## src/rtl/regfile_write_arbiter.sv

```systemverilog
// Two-requester writeback arbiter in front of the single registerFile write port.
// Each requester has its own FIFO; a round-robin grant drains one entry per cycle into registered outputs.

module regfile_write_fifo #(
  parameter int DEPTH = 2,
  parameter int WIDTH = 8
) (
  input  logic             clk,
  input  logic             rst,
  input  logic             pushValid,
  output logic             pushReady,
  input  logic [WIDTH-1:0] pushData,
  input  logic             pop,
  output logic [WIDTH-1:0] headData,
  output logic             empty
);

  localparam int AW = $clog2(DEPTH);
  localparam int CW = $clog2(DEPTH) + 1;

  logic [WIDTH-1:0] mem [DEPTH];
  logic [AW-1:0]    wrPtr;
  logic [AW-1:0]    rdPtr;
  logic [CW-1:0]    count;
  logic             doPush;
  logic             doPop;

  // Ready looks only at pre-edge occupancy: a full FIFO never accepts, even while popping.
  assign pushReady = !rst && (count < CW'(DEPTH));
  assign empty     = (count == '0);
  assign doPush    = pushValid && pushReady;
  assign doPop     = pop && !empty;
  assign headData  = mem[rdPtr];

  always_ff @(posedge clk) begin
    if (doPush) begin
      mem[wrPtr] <= pushData;
    end
  end

  always_ff @(posedge clk or posedge rst) begin
    if (rst) begin
      wrPtr <= '0;
      rdPtr <= '0;
      count <= '0;
    end else begin
      if (doPush) begin
        wrPtr <= wrPtr + AW'(1);
      end
      if (doPop) begin
        rdPtr <= rdPtr + AW'(1);
      end
      if (doPush && !doPop) begin
        count <= count + CW'(1);
      end else if (doPop && !doPush) begin
        count <= count - CW'(1);
      end
    end
  end

endmodule

module regfile_write_arbiter #(
  parameter int DEPTH         = 2,
  parameter int ZERO_SUPPRESS = 1
) (
  input  logic        clk,
  input  logic        rst,
  input  logic        req0_valid,
  output logic        req0_ready,
  input  logic [5:0]  req0_reg,
  input  logic [31:0] req0_data,
  input  logic        req0_float,
  input  logic        req1_valid,
  output logic        req1_ready,
  input  logic [5:0]  req1_reg,
  input  logic [31:0] req1_data,
  input  logic        req1_float,
  output logic [5:0]  writeReg,
  output logic [31:0] writeData,
  output logic        regWrite,
  output logic        float,
  output logic        idle
);

  typedef struct packed {
    logic        isFloat;
    logic [5:0]  regNum;
    logic [31:0] data;
  } wrEntry_t;

  localparam int EW = $bits(wrEntry_t);

  wrEntry_t push0;
  wrEntry_t push1;
  wrEntry_t head0;
  wrEntry_t head1;
  wrEntry_t headSel;
  logic     empty0;
  logic     empty1;
  logic     grant0;
  logic     grant1;
  logic     lastGrant;
  logic     suppress;

  assign push0 = {req0_float, req0_reg, req0_data};
  assign push1 = {req1_float, req1_reg, req1_data};

  regfile_write_fifo #(.DEPTH(DEPTH), .WIDTH(EW)) fifo0 (
    .clk       (clk),
    .rst       (rst),
    .pushValid (req0_valid),
    .pushReady (req0_ready),
    .pushData  (push0),
    .pop       (grant0),
    .headData  (head0),
    .empty     (empty0)
  );

  regfile_write_fifo #(.DEPTH(DEPTH), .WIDTH(EW)) fifo1 (
    .clk       (clk),
    .rst       (rst),
    .pushValid (req1_valid),
    .pushReady (req1_ready),
    .pushData  (push1),
    .pop       (grant1),
    .headData  (head1),
    .empty     (empty1)
  );

  // lastGrant=1 means requester 1 was served last, so requester 0 wins the next contention.
  assign grant0   = !empty0 && (empty1 || lastGrant);
  assign grant1   = !empty1 && (empty0 || !lastGrant);
  assign headSel  = grant0 ? head0 : head1;
  assign suppress = (ZERO_SUPPRESS != 0) && !headSel.isFloat && (headSel.regNum == '0);

  always_ff @(posedge clk or posedge rst) begin
    if (rst) begin
      lastGrant <= 1'b1;
      regWrite  <= 1'b0;
      writeReg  <= '0;
      writeData <= '0;
      float     <= 1'b0;
    end else if (grant0 || grant1) begin
      lastGrant <= grant1;
      regWrite  <= !suppress;
      writeReg  <= headSel.regNum;
      writeData <= headSel.data;
      float     <= headSel.isFloat;
    end else begin
      regWrite  <= 1'b0;
    end
  end

  assign idle = empty0 && empty1 && !regWrite;

endmodule

```

## config.mk

```make
export PLATFORM = sky130hd
export DESIGN_NAME = regfile_write_arbiter
export DESIGN_NICKNAME = d
export VERILOG_FILES = /design/src/rtl/regfile_write_arbiter.sv
export SDC_FILE = /design/constraint.sdc
export NUM_CORES = 1
export LEC_CHECK = 0
export CAP_MARGIN = 20
export CORE_MARGIN = 10
export CORE_UTILIZATION = 58
export CTS_CLUSTER_SIZE = 16
export DETAILED_ROUTE_END_ITERATION = 8
export GPL_TIMING_DRIVEN = 0
export PLACE_DENSITY = 0.88
export SLEW_MARGIN = 20
export SYNTH_ARGS = -nofsm -noshare
export SYNTH_HDL_FRONTEND = slang
export SYNTH_SLANG_ARGS = --single-unit
```

## constraint.sdc

```tcl
create_clock -name clk -period 5.07 [get_ports clk]
set_input_delay 1.014 -clock clk [delete_from_list [all_inputs] [get_ports clk]]
set_output_delay 1.014 -clock clk [all_outputs]
set_load 0.1 [all_outputs]
```

# Word-level counts from Yosys, hierarchy flattened
# Memories as Yosys holds them, arrays and structs flattened.
# Index checks and enable logic that the tools add are counted.
[op_classes]
order_cmp = 2
n_mux = 10
n_addsub = 8
reduce_logical = 34
[ops]
columns = ["cell", "count"]
rows = [
  ["39-bit 2-to-1 mux", 1],
  ["1-bit logical AND", 15],
  ["1-bit logical NOT", 11],
  ["2-bit 2-to-1 mux", 4],
  ["6-bit logical NOT", 1],
  ["1-bit 2-to-1 mux", 5],
  ["1-bit adder, second input constant", 4],
  ["2-bit by 1-bit adder with 2-bit output, second input constant", 2],
  ["2-bit logical NOT", 2],
  ["2-bit < comparator, second input constant", 2],
  ["2-bit nonzero test", 2],
  ["2-bit by 1-bit subtractor with 2-bit output, second input constant", 2],
  ["1-bit logical OR", 3],
]
[word_totals]
input_bits = 82
regBits = 49
memories = 2
ramBits = 156
[mem_list]
columns = ["memory", "depth", "width", "read_ports", "rd_ports_with_merged_regs", "wr", "line_no", "rtl"]
rows = [
  ["fifo0.mem", 2, 39, 1, 0, 1, "21", "logic [WIDTH-1:0] mem [DEPTH];"],
  ["fifo1.mem", 2, 39, 1, 0, 1, "21", ""],
]

# Logic depth before layout (Yosys ltp)
[logic_depth]
word_depth = 8
mapped_depth = 9
ltp_nobuf = 7

# Modules after synthesis
# From an unflattened synthesis, not the netlist that was laid out.
[hier_totals]
cells_unflattened = 509
hier_area_um2 = 8584.5
[modules_own_cells]
columns = ["module", "n_inst", "area_per_inst_um2", "cells_per_inst", "seq_area_each_um2"]
rows = [
  ["regfile_write_fifo", 2, 3020.4, 140, 2442.3],
  ["regfile_write_arbiter", 1, 2543.7, 229, 1027.2],
]

# Worst setup path before layout
# No wires, ideal clock.
[synth_path]
path_kind = "in2reg"
start = "in rst"
end = "mem fifo0.mem[0][0] (netlist bit) (enable)"
path_slack_ps = 296
required_time_ps = 4634
cell_stages = 3
arrival_ps = 4338
path_cell_list = "nor2_1 -> nand2_1 -> nor2_1"
[synth_between]
elab_chain_len = 5
[synth_lines]
columns = ["item", "line_no", "rtl"]
rows = [
  ["start, declared", "68", "input logic rst,"],
  ["1-bit logical NOT (no line)", "n/a", ""],
  ["1-bit logical AND", "29", "assign pushReady = !rst && (count < CW'(DEPTH));"],
  ["1-bit logical AND", "31", "assign doPush = pushValid && pushReady;"],
  ["1-bit 2-to-1 mux", "36", "if (doPush) begin"],
  ["1-bit 2-to-1 mux (implied by the code)", "37", "mem[wrPtr] <= pushData;"],
  ["end, declared", "21", ""],
]
# Every way passes these cells.

# Worst setup path in the final report
[layout_path]
start = "reg fifo1.count[0]"
end = "out idle"
[layout_between]
elab_chain_len = 3
[layout_lines]
columns = ["item", "line_no", "rtl"]
rows = [
  ["start, declared", "24", "logic [CW-1:0] count;"],
  ["start signal, assigned", "54", "count <= count + CW'(1);"],
  ["start signal, assigned", "56", "count <= count - CW'(1);"],
  ["2-bit logical NOT", "30", "assign empty = (count == '0);"],
  ["1-bit logical AND (2 in a row)", "155", "assign idle = empty0 && empty1 && !regWrite;"],
  ["end, declared", "83", "output logic idle"],
]
# Every way passes these cells.

==> impl_metrics.env <==
export IMPL_drv_slew=0
export IMPL_pre_cts_ws_ns=1.10
export IMPL_nFillCells=803
export IMPL_vias=4942
export IMPL_grt_max_degree=29
export IMPL_final_util_pct=76.3
export IMPL_drt_iter0_drc=361
export IMPL_hold_slack_ns=0.483
export IMPL_hold_buffers=0
export IMPL_cts_root_buffer="clkbuf_16"
export IMPL_critPathMaxStageDelay_ns=1.17
export IMPL_cts_buffer_depth=3
export IMPL_clk_latency_ns=0.48
export IMPL_fin_crit_ns=4.12
export IMPL_drc=0
export IMPL_dr_max_layer_used="met4"
export IMPL_fin_worst_skew_ns=0.00894
export IMPL_path_cells="or2_2, buf_2, clkbuf_1, nor3_1, clkdlybuf4s50_1"
export IMPL_setup_slack_ns=0.948
export IMPL_final_cells=852
export IMPL_regArea_um2=5910
export IMPL_stdcell_area_um2=10200
export IMPL_cts_sinks=205
export IMPL_grt_pass1_wl_mm=27.7
export IMPL_antenna_found_initial=0
export IMPL_irDropWorstVdd_v=0.000576
export IMPL_clkTransAtPathRegs_ns=0.06
export IMPL_ys_warn_count=0
export IMPL_crit_path_start_kind="flop"
export IMPL_place_inst=816
export IMPL_dp_hpwl_mm=12.6
export IMPL_synth_fp_nets=595
export IMPL_synth_main_ff_cell="edfxtp_1"
export IMPL_postSynthCellCount=511
export IMPL_postCtsSetupBuffers=0
export IMPL_coreArea_um2=13300
export IMPL_total_power_mw=7.02
export IMPL_overflow=0
export IMPL_io_pins=125
export IMPL_crit_cells=5
export IMPL_fmax_mhz=243
export IMPL_area_delta_synth_final_pct=27.5
export IMPL_hold_path_class="flop to flop"
export IMPL_max_slew_margin_rel_pct=31.3
export IMPL_final_hold_violation_count=0
export IMPL_synth_top_area_cell="edfxtp_1"
export IMPL_synth_edff_count=156
export IMPL_power_per_cell_area_nw_per_um2=689
export IMPL_core_rowCount=42
export IMPL_start_util_pct=59.9
export IMPL_antenna_left=0
export IMPL_gp_congestion=0.863
export IMPL_grt_pass1_vias=5213
export IMPL_hold_depth=2
export IMPL_outcome="finished, final reports clean"
export IMPL_wl_met1_mm=7.07
export IMPL_placed_area_um2=9580
export IMPL_critical_path_buf_inv_count=3
export IMPL_cp_arrival_ns=3.11
export IMPL_yosys_top_cells_area="edfxtp_1 59%, dfrtp_1 15%, mux2i_1 5.9%, mux2_2 5.6%, o21ai_0 2.4%"
export IMPL_wl_met3_mm=1.57
export IMPL_diodes=0
export IMPL_first_pass_iters=5
export IMPL_crit_path_top_delay_cell="clkdlybuf4s50_1"
export IMPL_vias_per_cell=5.80
export IMPL_worst_setup_path_end_kind="output port"
export IMPL_setup_viol=0
export IMPL_ys_types=33
export IMPL_die_x_um=137
export IMPL_r2r_cells=9
export IMPL_fin_nets=746
export IMPL_critical_path_required_ns=4.06
export IMPL_criticalPathCategory="flop to output port"
export IMPL_crit_fanout=10
export IMPL_p_leak_nw=3.70
export IMPL_multi_input_area_um2=1940
export IMPL_drive_gt1_share_pct=14.2
export IMPL_cts_resized=0
export IMPL_die_y_um=137
export IMPL_r2r_slack_ns=2.96
export IMPL_routedWlPerCell_um=21.5
export IMPL_synth_top_cell_area_share_pct=58.6
export IMPL_fin_crit_sh_pct=81.3
export IMPL_rsz0062_at_grt="false"
export IMPL_worst_slew_pin_slew_ns=1.03
export IMPL_track_usage_pct=18.9
export IMPL_crit_family="buffers and inverters"
export IMPL_avgSynthCellArea_um2=15.6
export IMPL_design_die_area_um2=18900
export IMPL_met2_wirelength_mm=9.30
export IMPL_cap_violations=0
export IMPL_ys_seq_area_share_pct=74.0
export IMPL_tns_ns=0
export IMPL_port_buffers=124
export IMPL_numCtsBuffers=20
export IMPL_h_tree_depth=1
export IMPL_cts_tree="yes"
export IMPL_drt_total_wl_mm=18.3
export IMPL_synth_seq_cells=205
export IMPL_async_reset_ff_share_pct=23.9
export IMPL_syn_area_um2=7990
[final timing paths]
| path | startpoint | to |
|---|---|---|
| max reg2reg | fifo0.count[0]$_DFFE_PP0P_ | fifo0.count[1]$_DFFE_PP0P_ |
| min | writeReg[1]$_DFFE_PP0P_ | writeReg[1]$_DFFE_PP0P_ |
| min reg2reg | writeReg[1]$_DFFE_PP0P_ | writeReg[1]$_DFFE_PP0P_ |
| max | fifo1.count[0]$_DFFE_PP0P_ | idle |
| max in group asynchronous | rst | lastGrant$_DFFE_PP1P_ |
| min in group asynchronous | rst | writeData[7]$_DFFE_PP0P_ |
[worst register-to-register path, stage by stage (launching register included)]
cell and delay, ns:
dfrtp_1 0.43, or2_1 0.24, buf_2 0.17, o21ai_4 0.14
buf_6 0.22, buf_4 0.22, ha_1 0.19, xor2_1 0.18
nor2_1 0.07, xor2_1 0.14
[cell usage in the layout, fill, tap and decap left out, types with 2 or more instances in the layout]
cell and instances:
edfxtp_1 156, clkdlybuf4s50_1 124, dfrtp_1 48, mux2i_1 47, nand2_1 44, mux2_2 40, o21ai_0 39, a21oi_1 32
o22ai_1 30, clkbuf_16 21, clkbuf_1 20, buf_2 10, nor2_1 9, xnor2_1 6, buf_4 4, nor3_1 4
xor2_1 4, clkinv_2 3, clkinv_1 3, buf_12 3, buf_1 2, inv_1 2, and3_2 2, nor2_4 2
ha_1 2, clkbuf_8 2, buf_16 2
[report_power, final]
part | switching, mW | leakage [nW] | internal (mW)
combinational | 2.33 | 1.42 | 0.990
sequential | 0.164 | 1.98 | 2.17
clock | 0.579 | 0.298 | 0.788
[logic make-up (layout without fill, tap and decap cells)]
logic type	count (synthesis)	in the layout	synth area share [%]
xor+xnor	10	10	1.10
fa+ha+maj	2	2	0.313
flops	205	205	74.0
buf+inv	33	198	1.99
mux	87	87	11.5
simple gates	69	69	3.79
compound gates	105	105	7.30
[cells in the mapped netlist, types with 2 or more instances]
cell type / instances
edfxtp_1: 156
dfrtp_1: 48
mux2i_1: 47
nand2_1: 44
mux2_2: 40
o21ai_0: 39
a21oi_1: 32
o22ai_1: 30
clkbuf_1: 13
nor2_1: 11
buf_2: 10
xnor2_1: 6
buf_4: 4
nor3_1: 4
xor2_1: 4
inv_1: 3
and3_1: 2
buf_1: 2
ha_1: 2
[final cells by class]
type	count	area share [%]
buffer	30	1.45
tap	176	2.16
timing repair buffer	129	13.3
clock buffer	30	5.69
inverter	3	0.111
multi-input combinational	273	19.0
clock inverter	6	0.258
sequential	205	58.0
[sequential cells by signal, indices dropped and copies added (netlist names)]
signal / cells
fifo0.count: 2
fifo0.mem: 78
fifo0.rdPtr: 1
fifo0.wrPtr: 1
fifo1.count: 2
fifo1.mem: 78
fifo1.rdPtr: 1
fifo1.wrPtr: 1
float: 1
lastGrant: 1
regWrite: 1
writeData: 32
writeReg: 6
[per-layer routing]
| metal | vias to the layer above | track usage, % |
|---|---|---|
| met5 | - | 0 |
| met4 | 0 | 5.50 |
| met1 | 2470 | 23.1 |
| li1 | 2238 | - |
| met3 | 29 | 4.48 |
| met2 | 205 | 32.9 |
(Power assumes the default switching activity.)
